File: src/rtl/echo_fir_mac_pkg.sv
// echo_pkg: shared types and defaults for the echo canceller FIR estimator.
//   state_e  : FSM states of echo_fir_mac (IDLE, MAC, ROUND, OUT)
//   DATA_W / COEF_W / ACC_W : default sample, coefficient and accumulator widths
//   addr_w() : tap-index width for a given filter length
package echo_pkg;

  typedef enum logic [1:0] {
    IDLE  = 2'd0,
    MAC   = 2'd1,
    ROUND = 2'd2,
    OUT   = 2'd3
  } state_e;

  localparam int DATA_W = 16;
  localparam int COEF_W = 16;
  localparam int ACC_W  = 40;

  function automatic int addr_w(input int taps);
    return (taps <= 2) ? 1 : $clog2(taps);
  endfunction

endpackage

File: src/rtl/echo_mac_unit.sv
// echo_mac_unit: signed multiply with a registered accumulator.
//   clk, rst_n : clock, async active-low reset (clears the accumulator)
//   clr        : load zero into the accumulator (wins over en)
//   en         : add a*b (full precision, sign-extended) into the accumulator
//   a, b       : signed operands
//   acc        : registered accumulator value
module echo_mac_unit
  import echo_pkg::*;
#(
  parameter int A_W    = echo_pkg::DATA_W,
  parameter int B_W    = echo_pkg::COEF_W,
  parameter int ACC_W  = echo_pkg::ACC_W
) (
  input  logic                    clk,
  input  logic                    rst_n,
  input  logic                    clr,
  input  logic                    en,
  input  logic signed [A_W-1:0]   a,
  input  logic signed [B_W-1:0]   b,
  output logic signed [ACC_W-1:0] acc
);

  logic signed [A_W+B_W-1:0] prod;
  logic signed [ACC_W-1:0]   acc_d, acc_q;

  always_comb begin
    prod  = a * b;
    acc_d = acc_q;
    if (clr)     acc_d = '0;
    else if (en) acc_d = acc_q + ACC_W'(prod);
  end

  always_ff @(posedge clk or negedge rst_n) begin
    if (!rst_n) acc_q <= '0;
    else        acc_q <= acc_d;
  end

  assign acc = acc_q;

endmodule

File: src/rtl/echo_fir_mac.sv
// echo_fir_mac: sequential FIR echo estimator, one tap per cycle.
//   clk, rst_n          : clock, async active-low reset
//   in_valid/in_ready   : far-end sample handshake (in_sample)
//   coef_we/addr/wdata  : coefficient bank write port, accepted in any state
//   out_valid/out_ready : estimate handshake (out_estimate, held until taken)
//   busy                : FSM not idle
// Build option: define ECHO_FIR_SAT_EN to clamp the estimate to the DATA_W
// range instead of wrapping to its low DATA_W bits.
module echo_fir_mac
  import echo_pkg::*;
#(
  parameter int DATA_W    = echo_pkg::DATA_W,
  parameter int COEF_W    = echo_pkg::COEF_W,
  parameter int TAPS      = 4,
  parameter int ACC_W     = echo_pkg::ACC_W,
  parameter int OUT_SHIFT = 15
) (
  input  logic                       clk,
  input  logic                       rst_n,
  input  logic                       in_valid,
  output logic                       in_ready,
  input  logic [DATA_W-1:0]          in_sample,
  input  logic                       coef_we,
  input  logic [addr_w(TAPS)-1:0]    coef_addr,
  input  logic [COEF_W-1:0]          coef_wdata,
  output logic                       out_valid,
  input  logic                       out_ready,
  output logic [DATA_W-1:0]          out_estimate,
  output logic                       busy
);

  localparam int AW = addr_w(TAPS);

  // Half-LSB of the output scale, added before the arithmetic shift.
  localparam logic signed [ACC_W-1:0] RND_K = ACC_W'(1) << (OUT_SHIFT - 1);

  state_e                         state_d, state_q;
  logic [AW-1:0]                  cnt_d, cnt_q;
  logic [TAPS-1:0][DATA_W-1:0]    x_d, x_q;
  logic [TAPS-1:0][COEF_W-1:0]    h_d, h_q;
  logic [DATA_W-1:0]              est_d, est_q;
  logic                           ov_d, ov_q;
  logic                           mac_clr, mac_en;
  logic signed [ACC_W-1:0]        acc;

`ifdef ECHO_FIR_SAT_EN
  localparam logic signed [ACC_W-1:0] EST_MAX = (ACC_W'(1) << (DATA_W - 1)) - ACC_W'(1);
  localparam logic signed [ACC_W-1:0] EST_MIN = -(ACC_W'(1) << (DATA_W - 1));
  logic signed [ACC_W-1:0] r_full;
`endif

  echo_mac_unit #(
    .A_W   (DATA_W),
    .B_W   (COEF_W),
    .ACC_W (ACC_W)
  ) u_mac (
    .clk   (clk),
    .rst_n (rst_n),
    .clr   (mac_clr),
    .en    (mac_en),
    .a     ($signed(x_q[cnt_q])),
    .b     ($signed(h_q[cnt_q])),
    .acc   (acc)
  );

  // Coefficient bank: a write lands at the next edge, so a MAC read of the
  // same tap in the write cycle still sees the old value. Addresses past the
  // last tap match no entry and are dropped.
  always_comb begin
    h_d = h_q;
    for (int k = 0; k < TAPS; k++) begin
      if (coef_we && coef_addr == AW'(k)) h_d[k] = coef_wdata;
    end
  end

  always_comb begin
    state_d = state_q;
    cnt_d   = cnt_q;
    x_d     = x_q;
    est_d   = est_q;
    ov_d    = ov_q;
    mac_clr = 1'b0;
    mac_en  = 1'b0;
`ifdef ECHO_FIR_SAT_EN
    r_full  = (acc + RND_K) >>> OUT_SHIFT;
`endif
    case (state_q)
      IDLE: begin
        if (in_valid) begin
          x_d     = {x_q[TAPS-2:0], in_sample};
          cnt_d   = '0;
          mac_clr = 1'b1;
          state_d = MAC;
        end
      end
      MAC: begin
        mac_en = 1'b1;
        cnt_d  = cnt_q + AW'(1);
        if (cnt_q == AW'(TAPS - 1)) state_d = ROUND;
      end
      ROUND: begin
`ifdef ECHO_FIR_SAT_EN
        if (r_full > EST_MAX)      est_d = EST_MAX[DATA_W-1:0];
        else if (r_full < EST_MIN) est_d = EST_MIN[DATA_W-1:0];
        else                       est_d = r_full[DATA_W-1:0];
`else
        est_d = DATA_W'((acc + RND_K) >>> OUT_SHIFT);
`endif
        ov_d    = 1'b1;
        state_d = OUT;
      end
      OUT: begin
        if (out_ready) begin
          ov_d    = 1'b0;
          state_d = IDLE;
        end
      end
      default: state_d = IDLE;
    endcase
  end

  always_ff @(posedge clk or negedge rst_n) begin
    if (!rst_n) begin
      state_q <= IDLE;
      cnt_q   <= '0;
      x_q     <= '0;
      h_q     <= '0;
      est_q   <= '0;
      ov_q    <= 1'b0;
    end else begin
      state_q <= state_d;
      cnt_q   <= cnt_d;
      x_q     <= x_d;
      h_q     <= h_d;
      est_q   <= est_d;
      ov_q    <= ov_d;
    end
  end

  assign in_ready     = (state_q == IDLE);
  assign busy         = (state_q != IDLE);
  assign out_valid    = ov_q;
  assign out_estimate = est_q;

endmodule

File: config.mk
export PLATFORM = sky130hd
export DESIGN_NAME = echo_fir_mac
export DESIGN_NICKNAME = d
export VERILOG_FILES = /design/src/rtl/echo_fir_mac_pkg.sv /design/src/rtl/echo_mac_unit.sv /design/src/rtl/echo_fir_mac.sv
export SDC_FILE = /design/constraint.sdc
export NUM_CORES = 1
export LEC_CHECK = 0
export BUFFER_PORTS_ARGS = -buffer_cell sky130_fd_sc_hd__buf_2
export CAP_MARGIN = 10
export CORE_UTILIZATION = 59
export DETAILED_ROUTE_END_ITERATION = 7
export PLACE_DENSITY = 0.79
export REMOVE_ABC_BUFFERS = 1
export SLEW_MARGIN = 15
export SYNTH_ARGS = -nofsm -noshare
export SYNTH_HDL_FRONTEND = slang
export SYNTH_HIERARCHICAL = 1
export SYNTH_SLANG_ARGS = --single-unit
File: constraint.sdc
create_clock -name clk -period 7.7 [get_ports clk]
set_input_delay 1.54 -clock clk [delete_from_list [all_inputs] [get_ports clk]]
set_output_delay 1.54 -clock clk [all_outputs]
set_load 0.02 [all_outputs]
* Yosys cells after proc, flatten, opt, wreduce, memory -nomap -nowiden *
Index checks and enable logic that the tools add are counted.

storage, ports and cells
  word-level logic and storage cells = 59
  bits in registers = 189
  input port bits = 39
  output and inout bits = 19

cells by class
  $add $sub $neg = 3
  reductions and logical operators = 14
  mux-type cells = 17
  equal/unequal tests = 10
  $mul = 1
  $lt $le $gt $ge = 1

operators with widths
  kind                    number
  $mux 40                 2
  $bmux 16 s2             2
  $add 40x32->40          1
  $mul 16x16->32          1
  $mux 16                 2
  $add 31x16->31 const B  1
  $eq 2x2->1 const B      5
  $mux 2                  4
  $pmux 2 s4              1
  $reduce_bool 2->1       4
  $ne 2x2->1 const B      3
  $reduce_and 2->1        3
  $eq 2x1->1 const B      2
  $logic_and 1x1->1       4
  $logic_not 2->1         2
  $mux 1                  4
  $pmux 2 s2              1
  $lt 2x3->1 const B      1
  $reduce_and 3->1        1
  $add 2x1->2 const B     1
  $pmux 1 s2              1

* Logic depth before layout (Yosys ltp) *
  depth in word-level cells = 6
  depth in mapped cells = 27
  gate-level depth less buffers = 24

* Cells and area by module *
Netlist, hierarchy kept.

by module, submodules not included
  module         area each (um2)  cells an instance  sequential area each (um2)  times used
  echo_mac_unit  13958.4          1512               1001.0                      1
  echo_fir_mac   6678.9           435                3728.6                      1

* Worst setup path before layout *
OpenSTA, ideal clock, no wires.

  path kind = reg2reg
  from = register cnt_q[0]
  to = register u_mac.acc_q[39], in the netlist u_mac/acc[39]
  setup time = 0.128 ns
  period minus slack after synthesis = 7.630 ns
  slack = 0.070 ns
  stages on the path, launching flop included = 27
  data arrival time = 7.503 ns
  required time = 7.572 ns
  path buffers = 3
  path through = dfrtp_1 buf_2 buf_2 mux4_2 clkbuf_1 nand2_1 inv_1 fa_1 fa_1 inv_1 fa_1 inv_1 fa_1 fa_1 inv_1 fa_1 inv_1 ha_1 a21oi_1 o31ai_1 a211oi_1 o21ai_0 o21ba_2 o21ai_2 a2111o_1 o311ai_1 mux2_1

between the ends
  cells in the longest elaborated chain, start to end = 6
  elaborated cells between the ends (all ways) = 8

RTL lines
  element                                line                                    source
  start: declaration                     echo_fir_mac.sv:38                      logic [AW-1:0] cnt_d, cnt_q;
  start signal: assignment               echo_fir_mac.sv:132                     cnt_q <= cnt_d;
  $bmux 16 s2, on equally long branches  echo_fir_mac.sv:61, echo_fir_mac.sv:62
  $mux 16, on equally long branches      echo_fir_mac.sv:61, echo_fir_mac.sv:62
  $mul 16x16->32 *                       echo_mac_unit.sv:27                     prod = a * b;
  $add 40x32->40 *                       echo_mac_unit.sv:30                     else if (en) acc_d = acc_q + ACC_W'(prod);
  $mux 40 *                              echo_mac_unit.sv:30
  $mux 40 *                              echo_mac_unit.sv:29                     if (clr) acc_d = '0;
  end signal: assignment                 echo_mac_unit.sv:34                     if (!rst_n) acc_q <= '0;
  end signal: assignment                 echo_mac_unit.sv:35                     else acc_q <= acc_d;
  end: declaration                       echo_mac_unit.sv:24                     logic signed [ACC_W-1:0] acc_d, acc_q;

Mark *: on every way between the ends. The rest lies on a longest branch, timed or not. The select of a mux whose other input is x is not followed.
A chain may end at the register's enable or synchronous reset.

* Worst setup path in the final report *
  from = register cnt_q[0]
  to = register u_mac.acc_q[24], in the netlist u_mac/acc[24]

The elaborated chain is that of the path after synthesis.

==> flow_summary_export.csv <==
group,metric,value,unit
outcome,outcome,"complete, no violations",
route,dr_total_vias,12500,
clocking,cts.reportedPaths.clkPinSlew,0.07,ns
clocking,cts-hold-fix-buffers,0,
floorplanning,fp.coreArea,30900,um2
clocking,h-tree-depth,4,
finish,final.fill_count,2343,
route,via_per_inst,5.71,
sta,slew_hr,32.9,%
floorplanning,fp.dieH,180,um
worst_setup_path,cpMostUsedCell,"fa_1",
sta,clock_skew,0.00976,ns
worst_setup_path,crit_path_max_fanout,11,
finish,multi_input_comb_area,12600,um2
route,drt_first_pass_iters,7,
clocking,clk_latency,0.43,ns
sta,fin_worst_hold_slack,0.505,ns
route,antenna_violating_nets_post_route,0,
sta,totalNegativeSetupSlack,0,ns
clocking,cts_buffers,17,
grt,grt.total_usage,28.2,%
worst_setup_path,timing.critical_path.slowest_stage_cell,"a2111oi_1",
route,routed_wire_length,42600,um
route,avgRoutedWirePerCell,19.4,um
grt,grt_pass1_vias,13900,
sta,slew_violations,0,
finish,syn2layout_area_growth,7.79,%
worst_setup_path,worstSetupEndpointType,"flop",
worst_setup_path,critPathBufInv,5,
grt,grt_start_max_net_pins,68,
grt,grt_overflow_total,0,
sta,fin_crit,7.41,ns
sta,final-hold-violation-count,0,
floorplanning,top_level_ports,58,
clocking,numClockSinks,180,
floorplanning,die_width,180,um
finish,sequential_cell_area,4510,um2
sta,grt_setup_unrepaired,"no",
worst_setup_path,cp_top_family,"adder cells",
worst_setup_path,timing.critical_path.slowest_cell_delay,0.61,ns
job,drv.max_cap_violation_count,0,
sta,period_utilization_post_route,96.3,%
yosys,ys_warn_count,6,
sta,max_clock_freq,0.135,GHz
floorplanning,dieArea,32400,um2
yosys,synthesis.area_per_instance,10.7,um2
worst_setup_path,required,8.05,ns
place,post-dp-hpwl,32900,um
yosys,netlist_instances,1749,
floorplanning,floorplan.initialDensity,60.5,%
place,place_congestion,0.987,
finish,post_route_cells_drive_above_1_share,16.6,%
min_path,min_path_type,"flop to flop",
worst_setup_path,crit_chain,"buf_4 > mux4_2 > inv_1 > buf_4 > nor2_1 > fa_1 > fa_1 > fa_1 > fa_1 > fa_1 > inv_1 > fa_1 > inv_1 > ha_1 > nand3_1 > a2111oi_1 > o31ai_2 > a21boi_0 > o21a_1 > nor3_1 > nand3b_1 > a21oi_1",
yosys,syn-cell-area,18700,um2
clocking,cts.root.buffer_cell,"clkbuf_16",
clocking,max_buffers_root_to_sink,2,
sta,transition_time_at_the_pin_with_the_least_slew_margin,1.00,ns
finish,num-nets-final,2224,
worst_setup_path,cp.arrival,7.76,ns
worst_setup_path,timing_worst_setup_path_type,"flop to flop",
route,first_iter_violations,803,
place,place.port_buffers,57,
worst_setup_path,critPathLaunchType,"flop",
sta,setup_viol_count_final,0,
route,post-route-drc-count,0,
clocking,cts_tree,"built",
grt,number_of_antenna_violations_at_the_first_check_in_global_routing,0,
grt,grt_first_pass_wirelength,71200,um
floorplanning,row_count,64,
[cells in the final DEF, fill, tap and decap left out, types with 6 or more instances in the layout]
master	instances
inv_1	370
fa_1	292
dfrtp_1	179
nand2_1	152
mux2_2	130
and2_1	113
ha_1	103
nor2_1	82
buf_2	56
a21oi_1	46
mux4_2	32
buf_4	27
xnor2_1	22
mux2i_1	17
clkbuf_16	17
o21ai_0	15
nand3_1	12
a21o_1	9
o21bai_1	8
xor2_1	6
a211oi_1	6
[through the flow]
stage	setup WS, ns	instances	util [%]	area (um2)
2_1_floorplan	-0.117	1682	-	18400
3_3_place_gp	0.306	2159	62.9	19400
3_5_place_dp	0.144	2159	62.9	19400
4_1_cts	0.109	2191	64.9	20100
5_1_grt	0.00752	2198	65.2	20200
6_report	0.287	2199	65.2	20200
[sequential cells by signal, summed over array words and instances (netlist names)]
signal,count
h_q,64
x_q,64
u_mac/acc,31
out_estimate,16
cnt_q,2
state_q,2
out_valid,1
[layout make-up]
cell class | instances | share of cell area, %
clock buffer | 19 | 2.20
antenna | 1 | 0.0124
sequential | 180 | 22.3
inverter | 371 | 6.91
clock inverter | 13 | 0.900
timing repair buffer | 88 | 2.85
multi-input combinational | 1131 | 62.3
tap | 396 | 2.46
[worst paths after layout]
check | start | end | slack (ns) | cells past startpoint
worst min register to register | h_q[51] | h_q[51] | 0.51 | 1
max in group asynchronous | rst_n | x_q[38] | 5.38 | 2
worst max register to register | cnt_q[0] | u_mac/acc[24] | 0.29 | 22
worst min-delay path | h_q[51] | h_q[51] | 0.51 | 1
worst max-delay path | cnt_q[0] | u_mac/acc[24] | 0.29 | 22
min in group asynchronous | rst_n | out_estimate[14] | 1.09 | 1
[routing by layer]
layer / GRT usage, % / wire length (um) / vias up
met1: 36.8 / 17200 / 6541
met3: 4.43 / 2520 / 58
met2: 48.9 / 21900 / 436
met5: 0 / 0 / -
met4: 8.44 / 1040 / 0
li1: - / - / 5512
[repair_timing]
action / 4_1_cts / 5_1_grt
resized for setup: 0 / 4
setup endpoints to repair: 0 / 7
setup buffers: 0 / 7
Power is left out: the tool's default activity adds up to more than one toggle a clock period on the data nets, which glitch-free logic cannot reach.
